File: config.mk
export PLATFORM = sky130hd
export DESIGN_NAME = phase_sweep_gen
export DESIGN_NICKNAME = d
export VERILOG_FILES = /design/src/rtl/dsp_pkg.sv /design/src/rtl/phase_acc.sv /design/src/rtl/phase_sweep_gen.sv
export SDC_FILE = /design/constraint.sdc
export NUM_CORES = 1
export LEC_CHECK = 0
export ABC_AREA = 1
export BUFFER_PORTS_ARGS = -buffer_cell sky130_fd_sc_hd__buf_2
export CORE_MARGIN = 4
export CORE_UTILIZATION = 58
export CTS_CLUSTER_DIAMETER = 50
export DETAILED_ROUTE_END_ITERATION = 16
export PLACE_DENSITY = 0.81
export SYNTH_ARGS = -nofsm -noshare
export SYNTH_HDL_FRONTEND = slang
export SYNTH_HIERARCHICAL = 1
export SYNTH_SLANG_ARGS = --single-unit
File: constraint.sdc
create_clock -name i_clk -period 4.2 [get_ports i_clk]
set_input_delay 0.63 -clock i_clk [delete_from_list [all_inputs] [get_ports i_clk]]
set_output_delay 0.63 -clock i_clk [all_outputs]
set_load 0.005 [all_outputs]
File: src/rtl/dsp_pkg.sv
// Shared definitions for the sine-generator front end: sweep FSM encoding
// and default datapath widths.
package dsp_pkg;

  localparam int AW_DEF = 32;
  localparam int PW_DEF = 17;
  localparam int CW_DEF = 16;

  typedef enum logic [1:0] {
    ST_IDLE  = 2'd0,
    ST_SWEEP = 2'd1,
    ST_HOLD  = 2'd2
  } sweep_state_t;

endpackage

File: src/rtl/phase_acc.sv
// Phase accumulator with advance enable, registered top-PW slice plus a
// loadable phase offset, and a one-to-one sample strobe.
module phase_acc
  import dsp_pkg::*;
#(
  parameter int AW = AW_DEF,
  parameter int PW = PW_DEF
) (
  input  logic          clk,
  input  logic          rst_n,
  input  logic          adv,
  input  logic [AW-1:0] inc,
  input  logic          off_load,
  input  logic [PW-1:0] off_in,
  output logic [PW-1:0] phase,
  output logic          strobe
);

  logic [AW-1:0] acc;
  logic [AW-1:0] acc_sum;
  logic [PW-1:0] off;

  assign acc_sum = acc + inc;

  always_ff @(posedge clk) begin
    if (!rst_n) begin
      acc    <= '0;
      off    <= '0;
      phase  <= '0;
      strobe <= 1'b0;
    end else begin
      strobe <= adv;
      if (off_load) begin
        off <= off_in;
      end
      // Phase is only refreshed on advancing edges so it freezes otherwise.
      if (adv) begin
        acc   <= acc_sum;
        phase <= acc_sum[AW-1 -: PW] + off;
      end
    end
  end

endmodule

File: src/rtl/phase_sweep_gen.sv
// Linear-chirp phase generator: sweeps frequency by a signed step for a set
// number of samples, then holds the final frequency.
module phase_sweep_gen
  import dsp_pkg::*;
#(
  parameter int AW = AW_DEF,
  parameter int PW = PW_DEF,
  parameter int CW = CW_DEF
) (
  input  logic          i_clk,
  input  logic          i_reset,
  input  logic          i_ce,
  input  logic          i_load,
  input  logic          i_abort,
  input  logic [AW-1:0] i_f_start,
  input  logic [AW-1:0] i_f_step,
  input  logic [CW-1:0] i_count,
  input  logic [PW-1:0] i_phase_off,
  output logic [PW-1:0] o_phase,
  output logic          o_aux,
  output logic          o_busy,
  output logic          o_done
);

  sweep_state_t  state, state_next;
  logic [AW-1:0] freq;
  logic [AW-1:0] step;
  logic [CW-1:0] cnt;
  logic          advance;
  logic          done_next;
  logic          param_load;

  // Commands: abort beats load, load beats normal advance; none need i_ce.
  always_comb begin
    state_next = state;
    advance    = 1'b0;
    done_next  = 1'b0;
    param_load = 1'b0;
    if (i_abort) begin
      state_next = ST_IDLE;
    end else if (i_load) begin
      param_load = 1'b1;
      if (i_count != '0) begin
        state_next = ST_SWEEP;
      end else begin
        state_next = ST_HOLD;
        done_next  = 1'b1;
      end
    end else if (i_ce && state != ST_IDLE) begin
      advance = 1'b1;
      if (state == ST_SWEEP && cnt == CW'(1)) begin
        state_next = ST_HOLD;
        done_next  = 1'b1;
      end
    end
  end

  always_ff @(posedge i_clk) begin
    if (!i_reset) begin
      state <= ST_IDLE;
    end else begin
      state <= state_next;
    end
  end

  always_ff @(posedge i_clk) begin
    if (!i_reset) begin
      freq   <= '0;
      step   <= '0;
      cnt    <= '0;
      o_done <= 1'b0;
    end else begin
      o_done <= done_next;
      if (param_load) begin
        freq <= i_f_start;
        step <= i_f_step;
        cnt  <= i_count;
      end else if (advance && state == ST_SWEEP) begin
        freq <= freq + step;
        cnt  <= cnt - CW'(1);
      end
    end
  end

  assign o_busy = (state == ST_SWEEP);

  phase_acc #(
    .AW(AW),
    .PW(PW)
  ) u_phase_acc (
    .clk      (i_clk),
    .rst_n    (i_reset),
    .adv      (advance),
    .inc      (freq),
    .off_load (param_load),
    .off_in   (i_phase_off),
    .phase    (o_phase),
    .strobe   (o_aux)
  );

endmodule

[After elaboration in Yosys (flattened, before gate mapping)]
Index checks and enable logic that the tools add are counted.
Word-level totals
  register bits after elaboration: 150
  output and inout port bits: 20
  logic and storage cells: 43
Cells by class
  reduce and logical (&&, ||, !) cells: 10
  eq/ne operators: 2
  bitwise operators: 1
  mux-type cells: 17
  add/sub/neg operators: 4
Operators with widths (count)
  adder 32 bit: 2
  two-way mux 32 bit: 2
  two-way mux 16 bit: 2
  adder 17 bit: 1
  == test 16 x 1 -> 1 bit, second input constant: 1
  nonzero test 16 bit: 1
  subtractor 16 x 1 -> 16 bit, second input constant: 1
  two-way mux 1 bit: 9
  two-way mux 2 bit: 4
  nonzero test 2 bit: 4
  logical AND 1 bit: 3
  == test 2 x 1 -> 1 bit, second input constant: 1
  AND reduction 2 bit: 1
  OR reduction 2 bit: 1
  inverter 1 bit: 1

[Longest topological paths before layout]
Gate-level depths: netlist (run 1).
  word-level depth: 8
  depth in mapped cells: 27
  gate-level depth less buffers: 27

[Cells and area by module]
The synthesis (run 1) kept the hierarchy.
By module, submodules not included
  phase_sweep_gen: cells each 1014, instances 1, sequential area each 1661.6 µm², area each 6028.3 µm²
  phase_acc: cells each 817, instances 1, sequential area each 1341.3 µm², area each 5255.0 µm²

[Worst setup path before layout (run 1)]
OpenSTA, ideal clock, no wires.
  path type: reg-to-reg
  start point: register freq[0]
  end point: register u_phase_acc.phase[16]
  stages on the path, launching flop included: 26
  arrival: 3.084 ns
  buffers on the path: 0
  period minus slack after synthesis: 3.193 ns
  setup slack: 1.007 ns
  path through: dfxtp_1 ha_1 inv_1 fa_1 inv_1 nand2_1 a21oi_2 a21oi_4 o21ai_4 nand2_1 nand2_1 nand2_1 nand3_1 nand2_1 ha_1 a21oi_1 a21boi_2 inv_2 nand2_1 nand2_1 a21oi_1 inv_1 nand2_1 nand3_1 nand2_1 inv_1
On the way
  word-level cells in the longest chain between the ends: 2
Ends and longest elaborated chain
  from (decl): line phase_sweep_gen.sv:26  | logic [AW-1:0] freq;
  from (signal assigned): line phase_sweep_gen.sv:75  | freq <= i_f_start;
  from (signal assigned): line phase_sweep_gen.sv:79  | freq <= freq + step;
  adder 32 bit: line phase_acc.sv:23  | assign acc_sum = acc + inc;
  net u_phase_acc.acc_sum[20]: line phase_acc.sv:20  | logic [AW-1:0] acc_sum;
  adder 17 bit: line phase_acc.sv:39  | phase <= acc_sum[AW-1 -: PW] + off;
  to (signal assigned): line phase_acc.sv:39
  to (decl): line phase_acc.sv:15  | output logic [PW-1:0] phase,
The timed path passes the listed nets, and every way through them passes these cells.
A chain may end at the register's enable or synchronous reset.

[Worst setup path after layout (run 1)]
  start point: register freq[0]
  end point: register u_phase_acc.phase[13]
The elaborated chain is that of the path after synthesis.

==> results of run 1 <==
==> state kept, by name, summed over array words and instances (netlist names) <==
signal / flops
freq: 32
step: 32
u_phase_acc/acc: 32
u_phase_acc/off: 17
u_phase_acc/phase: 17
cnt: 16
state: 2
o_done: 1
u_phase_acc/strobe: 1
==> cell families (layout without fill, tap and decap cells) <==
group | after synthesis | count (layout)
buffers and inverters | 325 | 438
AND/OR/NAND/NOR | 943 | 943
adder cells (fa/ha/maj) | 84 | 84
AO/OA/AOI/OAI | 282 | 282
XOR/XNOR | 47 | 47
flip-flops | 150 | 150
==> final timing paths <==
path	from	to	slack [ns]	cells past startpoint
hold reg to reg	cnt[1]	cnt[1]	0.48	2
setup / recovery	freq[0]	u_phase_acc/phase[13]	0.49	22
hold / removal	i_f_step[27]	step[27]	0.42	3
setup reg to reg	freq[0]	u_phase_acc/phase[13]	0.49	22
==> metal layers <==
metal,part of all wire [%],vias up,wire (µm),GRT usage (%)
li1,-,5995,-,-
met5,0,-,0,0
met3,8.2,30,2750,4.32
met1,48,5283,15900,44.6
met2,43,434,14400,47.8
met4,1.2,0,404,5.59
==> power by group <==
group / switching (mW) / leakage, nW / total (mW) / internal [mW]
combinational: 0.368 / 5.40 / 0.583 / 0.215
sequential: 0.0554 / 1.23 / 1.54 / 1.49
clock: 0.680 / 0.271 / 1.51 / 0.828
total: 1.10 / 6.90 / 3.63 / 2.53
==> Yosys cell counts, drive strengths merged, types with 2 or more instances <==
master	n	share of area, %
a21boi	5	0.40
a21o	6	0.40
a21oi	108	5.3
a31oi	25	1.4
and2	3	0.19
and3	3	0.17
buf	16	0.91
clkbuf	29	0.96
clkinv	5	0.18
dfxtp	150	27
fa	3	0.53
ha	81	9.0
inv	275	9.2
nand2	550	19
nand3	95	4.4
nand3b	5	0.33
nand4	7	0.39
nor2	254	8.8
nor3	16	0.90
nor3b	2	0.18
nor4	5	0.28
o2111ai	2	0.16
o211ai	7	0.47
o21a	2	0.13
o21ai	110	5.0
o21bai	7	0.57
o221ai	3	0.23
o22ai	2	0.11
or2	3	0.17
xnor2	15	1.2
xor2	32	2.5
==> critical path, cell delays in order (launching register included) <==
cell and delay [ns]:
dfxtp_1 0.35, ha_1 0.19, inv_1 0.06, fa_1 0.44, inv_1 0.08, nand2_1 0.06
a21oi_2 0.21, a21oi_4 0.12, o21bai_4 0.19, nand2_1 0.08, nand2_1 0.13, nand2_1 0.08
nand3_1 0.09, nand2_1 0.14, ha_1 0.24, a21o_1 0.18, a21boi_0 0.17, nand3_1 0.20
a31o_2 0.25, a21oi_1 0.10, o21ai_0 0.12, nand2_1 0.08, inv_1 0.04
==> layout make-up <==
class                   instances  area (µm²)  area share [%]
repair buffers                126         643            5.10
clock inverters                15         145            1.15
well taps                     260         325            2.58
multi-input cells            1356        7010            55.6
inverters                     280        1050            8.36
clock buffers                  17         425            3.37
flip-flops and latches        150        3000            23.8
==> metrics by stage <==
step / hold WS [ns] / power, mW
3_5_place_dp: 0.462 / 2.14
6_report: 0.424 / 3.63
3_3_place_gp: 0.458 / 2.13
2_1_floorplan: 0.444 / 1.96
5_1_grt: 0.426 / 3.79
4_1_cts: 0.413 / 3.64
==> impl_metrics.tcl, run 1 <==
set metrics [dict create \
    status "completed" \
    ant_nets 0 \
    avgSynthCellArea_um2 6.16 \
    synthToLayoutAreaGrowth_pct 11.8 \
    cts_setup_buffers 0 \
    synth-compound-area-share_pct 14.6 \
    power_density_mw_per_mm2 288 \
    design.die.area_mm2 0.0217 \
    hold_path.class "primary input to flop" \
    final_common_cell "nand2_1" \
    p_leak_nw 6.90 \
    routed_via_density 5.33 \
    grt_pass1_wl_um 53600 \
    skew_ns 0.0107 \
    drv_slew 0 \
    synthXorXnorAreaFrac_pct 3.65 \
    ios 122 \
    n_antenna_cell 0 \
    antenna_found_initial 0 \
    drtPass1Iterations 5 \
    syn-num-nets 2017 \
    finalNetCount 2117 \
    stdcell_area_mm2 0.0126 \
    grt_pass1_vias 10700 \
    fin_cells 2204 \
    fin_ws_ns 0.490 \
    layout_common_cells "nand2_1 (537), inv_1 (256), nor2_1 (246)" \
    ys.flop_type "dfxtp_1" \
    dp_cells 2172 \
    async_reset_ff_share_pct 0 \
    yosys.area_share.adder_pct 9.51 \
    cts_root_buf "clkbuf_16" \
    vdd_drop_max_mv 0.268 \
    postCtsHoldBufs 0 \
    yosysWarningCount 6 \
    crit_fanout 4 \
    cts_buffers 17 \
    synth.distinct_cells 59 \
    synth_cells 1831 \
    dp_hpwl_um 25700 \
    fmax_mhz 270 \
    syn_area_mm2 0.0113 \
    crit_path_start_kind "flop" \
    grt_setup_unrepaired "false" \
    worstMarginPinSlew_ns 1.05 \
    arrival_ns 4.04 \
    crit_required_ns 4.53 \
    overflow 0 \
    layout-drive-gt1-share_pct 11.8 \
    drv_cap 0 \
    place_area_mm2 0.0120 \
    drcViolationCount 0 \
    clock-sinks 150 \
    setup_viol 0 \
    cts_resized 0 \
    n_fill_cell 1822 \
    hold_viol 0 \
    clk_pin_slew_ns 0.07 \
    die_y_um 147 \
    final_util_pct 66.7 \
    synth_top_family_by_area "simple AND/OR/NAND/NOR gates" \
    std_cell_rows 50 \
    yosys.area_share.simple_pct 34.4 \
    die_x_um 147 \
    synth-seq-cells 150 \
    clock_latency_ns 0.43 \
    cts_tree "built" \
    drt_iter0_markers 898 \
    start_util_pct 59.7 \
    critical_path_class "flop to flop" \
    finalCritPeriodShare_pct 88.3 \
    fp.coreArea_mm2 0.0189 \
    cts_buffer_depth 2 \
    grt_max_degree 79 \
    gp_congestion 0.986 \
    fin_crit_ns 3.71 \
    relSlewSlack_pct 29.3 \
    wl_per_cell_um 15.2 \
    gr-usage-all-layers_pct 30.3 \
    portBuffers 121 \
    synth-edff-count 0 \
    place_ws_ns 0.580 \
    yosysSeqAreaShare_pct 26.6 \
    htree_levels 4 \
    synthMuxAreaShare_pct 0 \
    end_kind "flop" \
    setup-tns-final_ns 0 \
    wl_um 33500 \
    vias 11700 \
]
(Power assumes the default switching activity.)
==> inputs of run 2 (changes only) <==
- BUFFER_PORTS_ARGS: -buffer_cell sky130_fd_sc_hd__buf_2 -> -buffer_cell sky130_fd_sc_hd__clkbuf_2
==> run 2 against run 1 <==
Clock power about the same. Clock skew up 0.0022 ns. Final cell count about the same. Global-route usage up 0.30 points. Critical endpoint unchanged. Largest power group unchanged. Power up 0.28%. Sequential share of layout area about the same. Sequential power about the same. First-iteration DRC count down 12%. Non-clock buffer count up 1. Via count down 0.53%.
==> impl_metrics.tcl, run 2 (synthesized netlist as in run 1, its figures left out) <==
set metrics [dict create \
    status "completed" \
    hold_path.class "primary input to flop" \
    worstHoldStart "i_phase_off[15]" \
    drtPass1Iterations 5 \
    ant_nets 0 \
    p_clk_share_pct 41.7 \
    drv_slew 0 \
    p_int_mw 2.53 \
    cts_buffer_depth 2 \
    design.die.area_mm2 0.0217 \
    p_leak_nw 6.90 \
    ff2ff_path_depth 17 \
    fin_ws_ns 0.471 \
    fmax_mhz 268 \
    portBuffers 121 \
    vdd_drop_max_mv 0.253 \
    std_cell_rows 50 \
    p_switching_mw 1.11 \
    crit_required_ns 4.54 \
    hold_path_end "u_phase_acc/off[15]" \
    finalCritPeriodShare_pct 88.8 \
    setup-tns-final_ns 0 \
    critical_path_class "flop to flop" \
    reg2reg_slack_ns 0.47 \
    htree_levels 4 \
    dp_hpwl_um 25900 \
    wl_per_cell_um 15.1 \
    drcViolationCount 0 \
    clock-sinks 150 \
    crit_fanout 5 \
    arrival_ns 4.07 \
    cts_buffers 17 \
    routed_via_density 5.30 \
    place_ws_ns 0.568 \
    grt_pass1_wl_um 54000 \
    sequentialPowerShare_pct 42.3 \
    overflow 0 \
    gr-usage-all-layers_pct 30.6 \
    setup_viol 0 \
    r2r_end "u_phase_acc/phase[13]" \
    clk_pin_slew_ns 0.07 \
    stdcell_area_mm2 0.0126 \
    place_area_mm2 0.0120 \
    layout_common_cells "nand2_1 (537), inv_1 (256), nor2_1 (246)" \
    wl_um 33400 \
    grt_setup_unrepaired "false" \
    ios 122 \
    crit_path_start_kind "flop" \
    holdPathStages 3 \
    power_frac_comb_pct 16.0 \
    worstMarginPinSlew_ns 1.05 \
    final_common_cell "nand2_1" \
    start_util_pct 59.7 \
    cts_resized 0 \
    grt_max_degree 63 \
    largest_registers "freq x32, step x32, u_phase_acc/acc x32" \
    relSlewSlack_pct 29.6 \
    synthToLayoutAreaGrowth_pct 11.8 \
    drt_iter0_markers 787 \
    vias 11700 \
    fin_crit_ns 3.73 \
    hold_viol 0 \
    drv_cap 0 \
    power_density_mw_per_mm2 289 \
    clock_latency_ns 0.43 \
    cts_tree "built" \
    regArea_mm2 0.00300 \
    skew_ns 0.0130 \
    postCtsHoldBufs 0 \
    p_sw_share_pct 30.5 \
    n_antenna_cell 0 \
    layout-drive-gt1-share_pct 11.8 \
    die_y_um 147 \
    timing.rr.start "freq[24]" \
    gp_congestion 1.00 \
    multiInputGateArea_mm2 0.00701 \
    finalNetCount 2118 \
    cts_root_buf "clkbuf_16" \
    antenna_found_initial 0 \
    n_fill_cell 1789 \
    end_kind "flop" \
    cts_setup_buffers 0 \
    die_x_um 147 \
    grt_pass1_vias 10700 \
    fp.coreArea_mm2 0.0189 \
]
run 2: layer usage:
layer  global-route usage, %  share of wire [%]
met5                       0                  0
met1                    42.5                 47
met3                    6.87                8.0
met4                    9.23                2.4
met2                    47.7                 43
run 2: cell type report:
class,count,share of cell area [%]
Tap cell,260,2.58
Clock inverter,14,1.12
Inverter,280,8.36
Multi-Input combinational cell,1356,55.6
Clock buffer,18,3.40
Timing Repair Buffer,127,5.16
Sequential cell,150,23.8
run 2: worst max-delay path by stage:
| stage | start | endpoint | slack, ns | depth (start not counted) |
|---|---|---|---|---|
| final | freq[24] | u_phase_acc/phase[13] | 0.47 | 17 |
| after global routing | freq[1] | u_phase_acc/phase[13] | 0.11 | 21 |
| after CTS | freq[1] | u_phase_acc/phase[16] | 0.54 | 23 |
| after detailed placement | freq[1] | u_phase_acc/phase[16] | 0.57 | 23 |
| after global placement | freq[22] | u_phase_acc/phase[13] | 0.68 | 17 |
| after floorplan | freq[0] | u_phase_acc/phase[16] | 1.01 | 25 |
run 2: power by group through the flow:
stage	sequential, mW	combinational [mW]	clock [mW]
floorplan	1.55	0.411	0
CTS	1.54	0.575	1.54
global route	1.55	0.659	1.59
detailed placement	1.57	0.569	0
finish	1.54	0.582	1.52
global placement	1.57	0.558	0
run 2: critical path, stage by stage (launching register included):
cell	delay [ns]
dfxtp_1	0.36
ha_1	0.49
nand2_1	0.12
nor2_1	0.23
inv_1	0.10
nor2_1	0.19
inv_1	0.09
o2111ai_1	0.26
nand2_1	0.20
ha_1	0.40
a21oi_1	0.19
a21boi_0	0.20
nand3_1	0.20
a31o_2	0.26
a21oi_1	0.12
o21ai_0	0.13
nand2_1	0.07
inv_1	0.03
run 2: through the flow:
stage	total power, mW	std cells	hold WS, ns	util, %
2_1_floorplan	1.96	1831	0.444	-
3_3_place_gp	2.13	2173	0.455	63.8
3_5_place_dp	2.14	2173	0.458	63.8
4_1_cts	3.65	2205	0.403	66.8
5_1_grt	3.80	2205	0.425	66.8
6_report	3.64	2205	0.413	66.8
